## src/rtl/i_imm_pkg.sv

```systemverilog
// rtl/i_imm_pkg.sv - opcode keys, ALU/PC/data selects, FSM states and cw packing for i_imm_sequencer
// States S_MOVK1/S_MOVK2 exist only when I_IMM_MOVK_EN is defined.
package i_imm_pkg;

    localparam logic [9:0] OP_ADDI  = 10'b1001000100;
    localparam logic [9:0] OP_ADDIS = 10'b1011000100;
    localparam logic [9:0] OP_SUBI  = 10'b1101000100;
    localparam logic [9:0] OP_SUBIS = 10'b1111000100;
    localparam logic [9:0] OP_ANDI  = 10'b1001001000;
    localparam logic [9:0] OP_ANDIS = 10'b1111001000;
    localparam logic [9:0] OP_ORRI  = 10'b1011001000;
    localparam logic [9:0] OP_EORI  = 10'b1101001000;
    localparam logic [8:0] OP_MOVZ  = 9'b110100101;
    localparam logic [8:0] OP_MOVK  = 9'b111100101;

    localparam logic [4:0] FSEL_AND = 5'b00000;
    localparam logic [4:0] FSEL_OR  = 5'b00100;
    localparam logic [4:0] FSEL_ADD = 5'b01000;
    localparam logic [4:0] FSEL_SUB = 5'b01001;
    localparam logic [4:0] FSEL_XOR = 5'b01100;

    localparam logic [1:0] PSEL_HOLD = 2'b00;
    localparam logic [1:0] PSEL_INC  = 2'b01;
    localparam logic [1:0] DSEL_ALU  = 2'b01;

    typedef enum logic [1:0] {
        S_EMPTY = 2'd0,
`ifdef I_IMM_MOVK_EN
        S_MOVK1 = 2'd2,
        S_MOVK2 = 2'd3,
`endif
        S_ONE   = 2'd1
    } state_t;

    // Low 12 bits of a cw: {Fsel, regW, ramW, Dsel, Bsel, PCsel, SL}; every word writes Rd from the ALU with K.
    function automatic logic [11:0] pack_cw_lo(input logic [4:0] fsel, input logic sl);
        return {fsel, 1'b1, 1'b0, DSEL_ALU, 1'b1, 1'b0, sl};
    endfunction

endpackage

```

## src/rtl/i_imm_decode.sv

```systemverilog
// rtl/i_imm_decode.sv - combinational instr -> {cw_a, cw_b, k_a, k_b, two_step, bad}
// MOVK decodes as a two-step AND/OR pair only when I_IMM_MOVK_EN is defined.
module i_imm_decode
    import i_imm_pkg::*;
#(
    parameter int DATA_W = 64,
    parameter int REG_AW = 5
) (
    input  logic [31:0]           instr,
    output logic [3*REG_AW+13:0]  cw_a,
    output logic [3*REG_AW+13:0]  cw_b,
    output logic [DATA_W-1:0]     k_a,
    output logic [DATA_W-1:0]     k_b,
    output logic                  two_step,
    output logic                  bad
);

    logic [REG_AW-1:0] rd;
    logic [REG_AW-1:0] rn;
    logic [REG_AW-1:0] zr;
    logic [5:0]        sh;
    logic              hw_bad;
    logic [DATA_W-1:0] imm16_k;
    logic [4:0]        fsel;
    logic              sl;
    logic              ari;

    always_comb begin
        rd      = REG_AW'(instr[4:0]);
        rn      = REG_AW'(instr[9:5]);
        zr      = REG_AW'(5'd31);
        sh      = {instr[22:21], 4'b0000};
        hw_bad  = int'(sh) >= DATA_W;
        imm16_k = DATA_W'(instr[20:5]) << sh;

        fsel = FSEL_ADD;
        sl   = 1'b0;
        ari  = 1'b1;
        case (instr[31:22])
            OP_ADDI:  fsel = FSEL_ADD;
            OP_ADDIS: begin fsel = FSEL_ADD; sl = 1'b1; end
            OP_SUBI:  fsel = FSEL_SUB;
            OP_SUBIS: begin fsel = FSEL_SUB; sl = 1'b1; end
            OP_ANDI:  fsel = FSEL_AND;
            OP_ANDIS: begin fsel = FSEL_AND; sl = 1'b1; end
            OP_ORRI:  fsel = FSEL_OR;
            OP_EORI:  fsel = FSEL_XOR;
            default:  ari = 1'b0;
        endcase

        cw_a     = '0;
        cw_b     = '0;
        k_a      = '0;
        k_b      = '0;
        two_step = 1'b0;
        bad      = 1'b0;
        if (ari) begin
            cw_a = {PSEL_INC, rd, rn, REG_AW'(0), pack_cw_lo(fsel, sl)};
            k_a  = DATA_W'(instr[21:10]);
        end else if (instr[31:23] == OP_MOVZ) begin
            bad  = hw_bad;
            cw_a = {PSEL_INC, rd, zr, REG_AW'(0), pack_cw_lo(FSEL_OR, 1'b0)};
            k_a  = imm16_k;
`ifdef I_IMM_MOVK_EN
        end else if (instr[31:23] == OP_MOVK) begin
            // Clear the target halfword with PC held, then OR the new halfword in and advance.
            bad      = hw_bad;
            two_step = 1'b1;
            cw_a     = {PSEL_HOLD, rd, rd, REG_AW'(0), pack_cw_lo(FSEL_AND, 1'b0)};
            k_a      = ~(DATA_W'(16'hFFFF) << sh);
            cw_b     = {PSEL_INC, rd, rd, REG_AW'(0), pack_cw_lo(FSEL_OR, 1'b0)};
            k_b      = imm16_k;
`endif
        end else begin
            bad = 1'b1;
        end
    end

endmodule

```

## src/rtl/i_imm_sequencer.sv

```systemverilog
// rtl/i_imm_sequencer.sv - registered I-format immediate sequencer, one or two cw per instruction
// Optional MOVK two-step sequencing under I_IMM_MOVK_EN.
module i_imm_sequencer
    import i_imm_pkg::*;
#(
    parameter int DATA_W = 64,
    parameter int REG_AW = 5,
    localparam int CW_W = 3*REG_AW+14
) (
    input  logic              clock,
    input  logic              reset,
    input  logic [31:0]       instr,
    input  logic              instr_valid,
    output logic              instr_ready,
    output logic [CW_W-1:0]   cw,
    output logic [DATA_W-1:0] k,
    output logic              cw_valid,
    input  logic              cw_ready,
    output logic              illegal
);

    state_t            state;
    logic [CW_W-1:0]   cw_a;
    logic [CW_W-1:0]   cw_b;
    logic [DATA_W-1:0] k_a;
    logic [DATA_W-1:0] k_b;
    logic              two_step;
    logic              bad;
    logic              accept;

    i_imm_decode #(
        .DATA_W (DATA_W),
        .REG_AW (REG_AW)
    ) u_decode (
        .instr    (instr),
        .cw_a     (cw_a),
        .cw_b     (cw_b),
        .k_a      (k_a),
        .k_b      (k_b),
        .two_step (two_step),
        .bad      (bad)
    );

`ifdef I_IMM_MOVK_EN
    logic [CW_W-1:0]   pend_cw;
    logic [DATA_W-1:0] pend_k;

    assign instr_ready = (state == S_EMPTY) |
                         (((state == S_ONE) | (state == S_MOVK2)) & cw_ready);
`else
    logic unused_movk;

    assign unused_movk = ^{cw_b, k_b, two_step};
    assign instr_ready = (state == S_EMPTY) | ((state == S_ONE) & cw_ready);
`endif

    assign accept = instr_valid & instr_ready;

    always_ff @(posedge clock or negedge reset) begin
        if (!reset) begin
            state    <= S_EMPTY;
            cw       <= '0;
            k        <= '0;
            cw_valid <= 1'b0;
            illegal  <= 1'b0;
`ifdef I_IMM_MOVK_EN
            pend_cw  <= '0;
            pend_k   <= '0;
`endif
        end else begin
            illegal <= 1'b0;
            case (state)
`ifdef I_IMM_MOVK_EN
                S_MOVK1: begin
                    if (cw_ready) begin
                        cw    <= pend_cw;
                        k     <= pend_k;
                        state <= S_MOVK2;
                    end
                end
`endif
                default: begin
                    // Any accept here implies the word on display (if any) is being consumed.
                    if (accept) begin
                        if (bad) begin
                            illegal  <= 1'b1;
                            cw_valid <= 1'b0;
                            state    <= S_EMPTY;
                        end else begin
                            cw       <= cw_a;
                            k        <= k_a;
                            cw_valid <= 1'b1;
`ifdef I_IMM_MOVK_EN
                            pend_cw  <= cw_b;
                            pend_k   <= k_b;
                            state    <= two_step ? S_MOVK1 : S_ONE;
`else
                            state    <= S_ONE;
`endif
                        end
                    end else if ((state != S_EMPTY) && cw_ready) begin
                        cw_valid <= 1'b0;
                        state    <= S_EMPTY;
                    end
                end
            endcase
        end
    end

endmodule

```

## config.mk

```make
export PLATFORM = sky130hd
export DESIGN_NAME = i_imm_sequencer
export DESIGN_NICKNAME = d
export VERILOG_FILES = /design/src/rtl/i_imm_pkg.sv /design/src/rtl/i_imm_decode.sv /design/src/rtl/i_imm_sequencer.sv
export SDC_FILE = /design/constraint.sdc
export NUM_CORES = 1
export LEC_CHECK = 0
export ABC_CLOCK_PERIOD_IN_PS = 1810
export CAP_MARGIN = 20
export CORE_MARGIN = 5
export CORE_UTILIZATION = 46
export CTS_BUF_LIST = sky130_fd_sc_hd__clkbuf_8
export CTS_CLUSTER_DIAMETER = 30
export DETAILED_ROUTE_END_ITERATION = 10
export PLACE_DENSITY = 0.82
export SYNTH_ARGS = -nofsm -noshare
export SYNTH_HDL_FRONTEND = slang
export SYNTH_SLANG_ARGS = --single-unit
```

## constraint.sdc

```tcl
create_clock -name clock -period 1.81 [get_ports clock]
set_input_delay 0.181 -clock clock [delete_from_list [all_inputs] [get_ports clock]]
set_output_delay 0.181 -clock clock [all_outputs]
set_load 0.05 [all_outputs]
```

==> metrics.txt, run 1 <==
status completed; Main synth FF type dfrtp_1; Total Routing Usage GR 21.0%; PortBufs 120; vias in the first global route ~3100; Yosys reg bits 81; I/O pin count 132; grt total ovfl 0; Layout Nets 509; drt initial violations around 140; crit end category register; final cell count without fillers 580; maximum VDD drop ~0.59 mV; top cells by area, synth dfrtp_1, mux2i_1, mux2_2, a22o_1, nand2_1; Multi-input gate area 1380 sq um; Reg-to-Reg Start cw_valid; Fmax achieved 0.564 GHz; clock tree buffer depth 2; fin crit period roughly 1.8 ns; Final Hold Viols 0; DR DRC count 0; mapped cell area about 3700 sq um; R2R Setup Slk 0.24 ns; # clock sinks 81; Max Slew Vio Count 0; FF-to-FF End k[40]; final instance area 5450 sq um; row count 32; met1 Use GR 27.2%; largest net degree at the start of global routing 38; clk_skew 0.00626 ns; CP Capture Point k[2]; CTS buffer count 9; n_diodes 0; RD Place Congestion 0.827; kind of critical path in -> reg; Die X 99.5 um; detailed placement HPWL 7760 um; max cap viols 0; fill count 553; initial antenna violation count 0; die height around 100 um; most common cell in the netlist dfrtp_1; layout cell share with drive strength beyond 1 approximately 17%; most used routing layer met2; grt met2 use between 30% and 40%; CP Launch Point instr[24]; RSZ-0062 raised after global routing false; Rel. slew slack 51.6%; ys async rst share 100%; grt met3 use 4.56%; die footprint 9910 sq um; TritonCTS clock tree yes; DRT Wirelength 10400 um; Power Density 944 nW/um^2; router iterations before antenna repair 4; Cell variety after synth 34; biggest area consumer among synthesized cells dfrtp_1; Max FO, Critical Path 12; Commonest cells post-synth dfrtp_1, nand2_1, inv_1; worst-margin pin slew just over 0.7 ns; Post-synth EDFFs 0; first-pass GRT wire length 16400 um; Worst Reg-to-Reg Cells 6; clk_lat worst skew 0.34 ns; clock root buffer clkbuf_8; WL/cell 17.9 um; Hold WS 0.326 ns; worst min path class in -> async; P_leak 2.43 nW; Setup TNS 0 ns; placed cells 563; Clock transition at path regs 0.09 ns; initial core utilization ~47%; Register Area 2030 sq um; H-Tree Depth 3; period utilization between 90% and 100%; Seq/Total Area, Yosys 55.0%; Area Overhead vs Synth 47.8%; Syn Area/Cell 11.2 sq um; via count 3028; Worst Path Arrival 2.06 ns; Avg Vias per Cell ~5.2; ANT nets after route 0; top cell type's share of synthesized area between 50% and 60%; synth warn 0; DP Area ~5200 sq um; Synth Instances 329; startpoint types primary input; worst path required time 2.09 ns; final setup fails 0; core region area 7770 sq um
repair_timing:
action / in CTS / in global routing
endpoints found under the hold margin: 35 / 0
hold buffers: 1 / 0
endpoints found under the setup margin: 0 / 6
buffers inserted: 0 / 0
gates resized for setup: 0 / 2
power by group:
part           internal (mW)  switching, mW
Combinational          0.521           1.03
Sequential              1.98          0.101
Clock                  0.802          0.707
worst min-delay path by stage:
stage          start    end  slack [ns]  cells past startpoint
2_1_floorplan  reset  cw[0]       -0.11                      0
4_1_cts        reset  k[55]        0.34                      2
6_report       reset  k[55]        0.33                      2
5_1_grt        reset  k[55]        0.38                      2
3_5_place_dp   reset  k[55]        0.17                      1
3_3_place_gp   reset  k[55]        0.17                      1
registers in the layout, summed over array words and instances, names as in the netlist:
name	count
illegal	1
k	64
cw	15
cw_valid	1
critical path, stage by stage:
cell             delay [ns]
clkdlybuf4s50_1        0.47
nand4bb_1              0.25
or2_1                  0.31
buf_4                  0.17
buf_4                  0.16
o21ai_0                0.29
mux2_2                 0.21
layer usage:
layer	wire length, um	vias up
met3	738	21
li1	-	1381
met4	182	0
met2	5140	153
met5	0	-
met1	4310	1473
cell type report:
class | instances | area share (%)
clock inverter | 7 | 1.93
sequential | 81 | 37.2
tap | 102 | 2.34
multi-input combinational | 191 | 25.3
clock buffer | 9 | 2.27
timing repair buffer | 156 | 28.6
inverter | 34 | 2.34
cells in the final DEF, fill, tap and decap left out, types with 3 or more instances in the layout:
cell type        Yosys  final
clkbuf_8             0      9
a21oi_1              3      3
mux2_2              18     18
buf_4               18     30
clkdlybuf4s50_1      0    117
inv_1               34     34
mux2i_1             30     30
conb_1               1     11
buf_12               0      7
o21ai_0             11     11
o22a_1               6      6
inv_6                0      3
dfrtp_1             81     80
nand2_1             37     36
a22o_1              20     20
nand3_1             26     26
nor2_1               3      3
stage by stage:
step                util [%]  power, mW  setup slack [ns]
finish                  70.2       5.14            0.0373
global route            70.2       5.33           0.00485
CTS                     70.1       5.19            0.0354
detailed placement      67.0       3.68            -0.301
global placement        67.0       3.64            -0.199
floorplan                  -       3.06            0.0186
logic make-up (layout without fill, tap and decap cells):
kind of cell / Yosys count / in the layout / share of synthesized area (%)
and+or+nand+nor: 83 / 83 / 11.8
other: 1 / 11 / 0.102
xor gates and xnor gates: 2 / 2 / 0.475
buffers and inverters: 67 / 206 / 9.19
AOI/OAI and AO/OA: 47 / 47 / 9.80
muxes: 48 / 48 / 13.6
DFF: 81 / 81 / 55.0
No activity file was read; power rests on OpenSTA's default activity.
==> run 2, diff against run 1 <==
--- a/config.mk
+++ b/config.mk
@@ -8,11 +8,12 @@
 export ABC_CLOCK_PERIOD_IN_PS = 1810
 export CAP_MARGIN = 20
 export CORE_MARGIN = 5
-export CORE_UTILIZATION = 46
+export CORE_UTILIZATION = 52
 export CTS_BUF_LIST = sky130_fd_sc_hd__clkbuf_8
 export CTS_CLUSTER_DIAMETER = 30
 export DETAILED_ROUTE_END_ITERATION = 10
-export PLACE_DENSITY = 0.82
+export PLACE_DENSITY = 0.83
 export SYNTH_ARGS = -nofsm -noshare
 export SYNTH_HDL_FRONTEND = slang
+export SYNTH_HIERARCHICAL = 1
 export SYNTH_SLANG_ARGS = --single-unit
==> metrics.txt, run 2 <==
Max FO, Critical Path 19 (was 12); Power Density 609 nW/um^2 (was 944 nW/um^2); fill count 624 (was 553); # clock sinks 95 (was 81); Area Overhead vs Synth 38.2% (was 47.8%); TritonCTS clock tree yes (unchanged); I/O pin count 132 (unchanged); fin crit period 1.79 ns (was 1.77 ns); highest metal used met4 (unchanged); status completed (unchanged); Die X 107 um (was 99.5 um); PortBufs 131 (was 120); Layout Nets 610 (was 509); clock tree buffer depth 2 (unchanged); worst min path class in -> async (unchanged); Syn Area/Cell 11.4 sq um (was 11.2 sq um); n_diodes 0 (unchanged); RD Place Congestion 0.842 (was 0.827); kind of critical path in -> reg (unchanged); CTS buffer count 9 (unchanged); first-pass GRT wire length 21600 um (was 16400 um); via count 3892 (was 3028); Clock transition at path regs 0.10 ns (was 0.09 ns); DR DRC count 0 (unchanged); initial core utilization 53.1% (was 47.5%); commonest cells after routing, fill and taps aside clkdlybuf4s50_1, dfrtp_1, mux2_1 (was clkdlybuf4s50_1, dfrtp_1, nand2_1); DP Worst Slack -0.564 ns (was -0.301 ns); max cap viols 0 (unchanged); wl on met1 5420 um (was 4310 um); final setup fails 0 (unchanged); P_leak 2.99 nW (was 2.43 nW); Worst Setup Slack, final 0.0208 ns (was 0.0373 ns); final cell count without fillers 689 (was 580); mapped cell area 4880 sq um (was 3690 sq um); grt total ovfl 0 (unchanged); Largest regs k: 64 flops, cw: 29 flops (was k: 64 flops, cw: 15 flops); Total Routing Usage GR 24.3% (was 21.0%); ANT nets after route 0 (unchanged); router iterations before antenna repair 4 (unchanged); worst path required time 2.06 ns (was 2.09 ns); placed cells 665 (was 563); synth warn 6 (was 0); vias in the first global route 4097 (was 3092); die footprint 11400 sq um (was 9910 sq um); fin util 73.4% (was 70.2%); clk_lat worst skew 0.37 ns (was 0.34 ns); clk_skew 0.0158 ns (was 0.00626 ns); core region area 9200 sq um (was 7770 sq um); startpoint types primary input (unchanged); worst-margin pin slew 0.759 ns (was 0.723 ns); die height 107 um (was 99.5 um); RSZ-0062 raised after global routing true (was false); largest net degree at the start of global routing 64 (was 38); Avg Vias per Cell 5.65 (was 5.22); DRT Wirelength 13400 um (was 10400 um); Final Hold Viols 0 (unchanged); Setup TNS 0 ns (unchanged); Worst Path Arrival 2.04 ns (was 2.06 ns); routed wl met2 6390 um (was 5140 um); detailed placement HPWL 9410 um (was 7760 um); H-Tree Depth 3 (unchanged); Fmax achieved 0.559 GHz (was 0.564 GHz); period utilization 98.9% (was 97.9%); most common cell after layout, fill and taps aside clkdlybuf4s50_1 (unchanged); met3 WL 1140 um (was 738 um); total power 4.11 mW (was 5.14 mW); row count 35 (was 32); Largest Register k (unchanged); WL/cell 19.4 um (was 17.9 um); Max Slew Vio Count 0 (unchanged); Rel. slew slack 49.4% (was 51.6%); initial antenna violation count 0 (unchanged); drt initial violations 190 (was 139); Synth Instances 428 (was 329); number of flip-flops in the largest register 64 (unchanged); layout cell share with drive strength beyond 1 21.5% (was 16.9%); clock root buffer clkbuf_8 (unchanged); crit end category register (unchanged); maximum VDD drop 0.538 mV (was 0.590 mV)
## run 2: worst max-delay path, cell delays in order
cell	delay (ns)
dlygate4sd2_1	0.24
and4bb_4	0.36
nand2_4	0.06
a21o_4	0.23
nor3b_4	0.20
buf_4	0.14
buf_6	0.12
buf_12	0.16
mux2_1	0.35
## run 2: worst paths after layout
| kind | from | to | slack (ns) | depth (start not counted) |
|---|---|---|---|---|
| max reg2reg | cw_valid | k[47] | 0.21 | 6 |
| min reg2reg | k[45] | k[45] | 0.49 | 1 |
| min | reset | k[38] | 0.24 | 2 |
| min in group clock | instr_valid | illegal | 0.43 | 2 |
| max | instr[29] | k[47] | 0.02 | 9 |
| max in group asynchronous | reset | cw[20] | 1.01 | 3 |
## run 2: what timing repair did
action                                  CTS  global route
cloned                                    2             0
hold buffers                              1             0
pin swaps                                 5             3
endpoints found under the hold margin    19             0
endpoints found under the setup margin   92            47
buffers inserted                          6             1
resized for setup                        22             7
## run 2: layout make-up
| class | count | area [sq um] | share of cell area, % |
|---|---|---|---|
| clock inverters | 6 | 70.1 | 1.04 |
| clock buffers | 9 | 124 | 1.84 |
| repair buffers | 174 | 1790 | 26.5 |
| inverters | 2 | 7.51 | 0.111 |
| well taps | 111 | 139 | 2.06 |
| multi-input cells | 292 | 2240 | 33.2 |
| flip-flops and latches | 95 | 2380 | 35.2 |
## run 2: metrics by stage
step | instance area, sq um | hold WS [ns]
2_1_floorplan | 4930 | -0.115
3_3_place_gp | 6390 | 0.0892
3_5_place_dp | 6390 | 0.0943
4_1_cts | 6740 | 0.237
5_1_grt | 6750 | 0.262
6_report | 6750 | 0.245
## run 2: power by group
group	internal (mW)	leakage (nW)	switching, mW
sequential	2.15	1.32	0.0155
combinational	0.202	1.58	0.346
clock	0.638	0.0879	0.758
## run 2: metal layers
metal	track usage [%]	up-vias
met1	30.0	1920
li1	-	1770
met3	6.68	32
met2	40.1	170
met5	0	-
met4	10.5	0
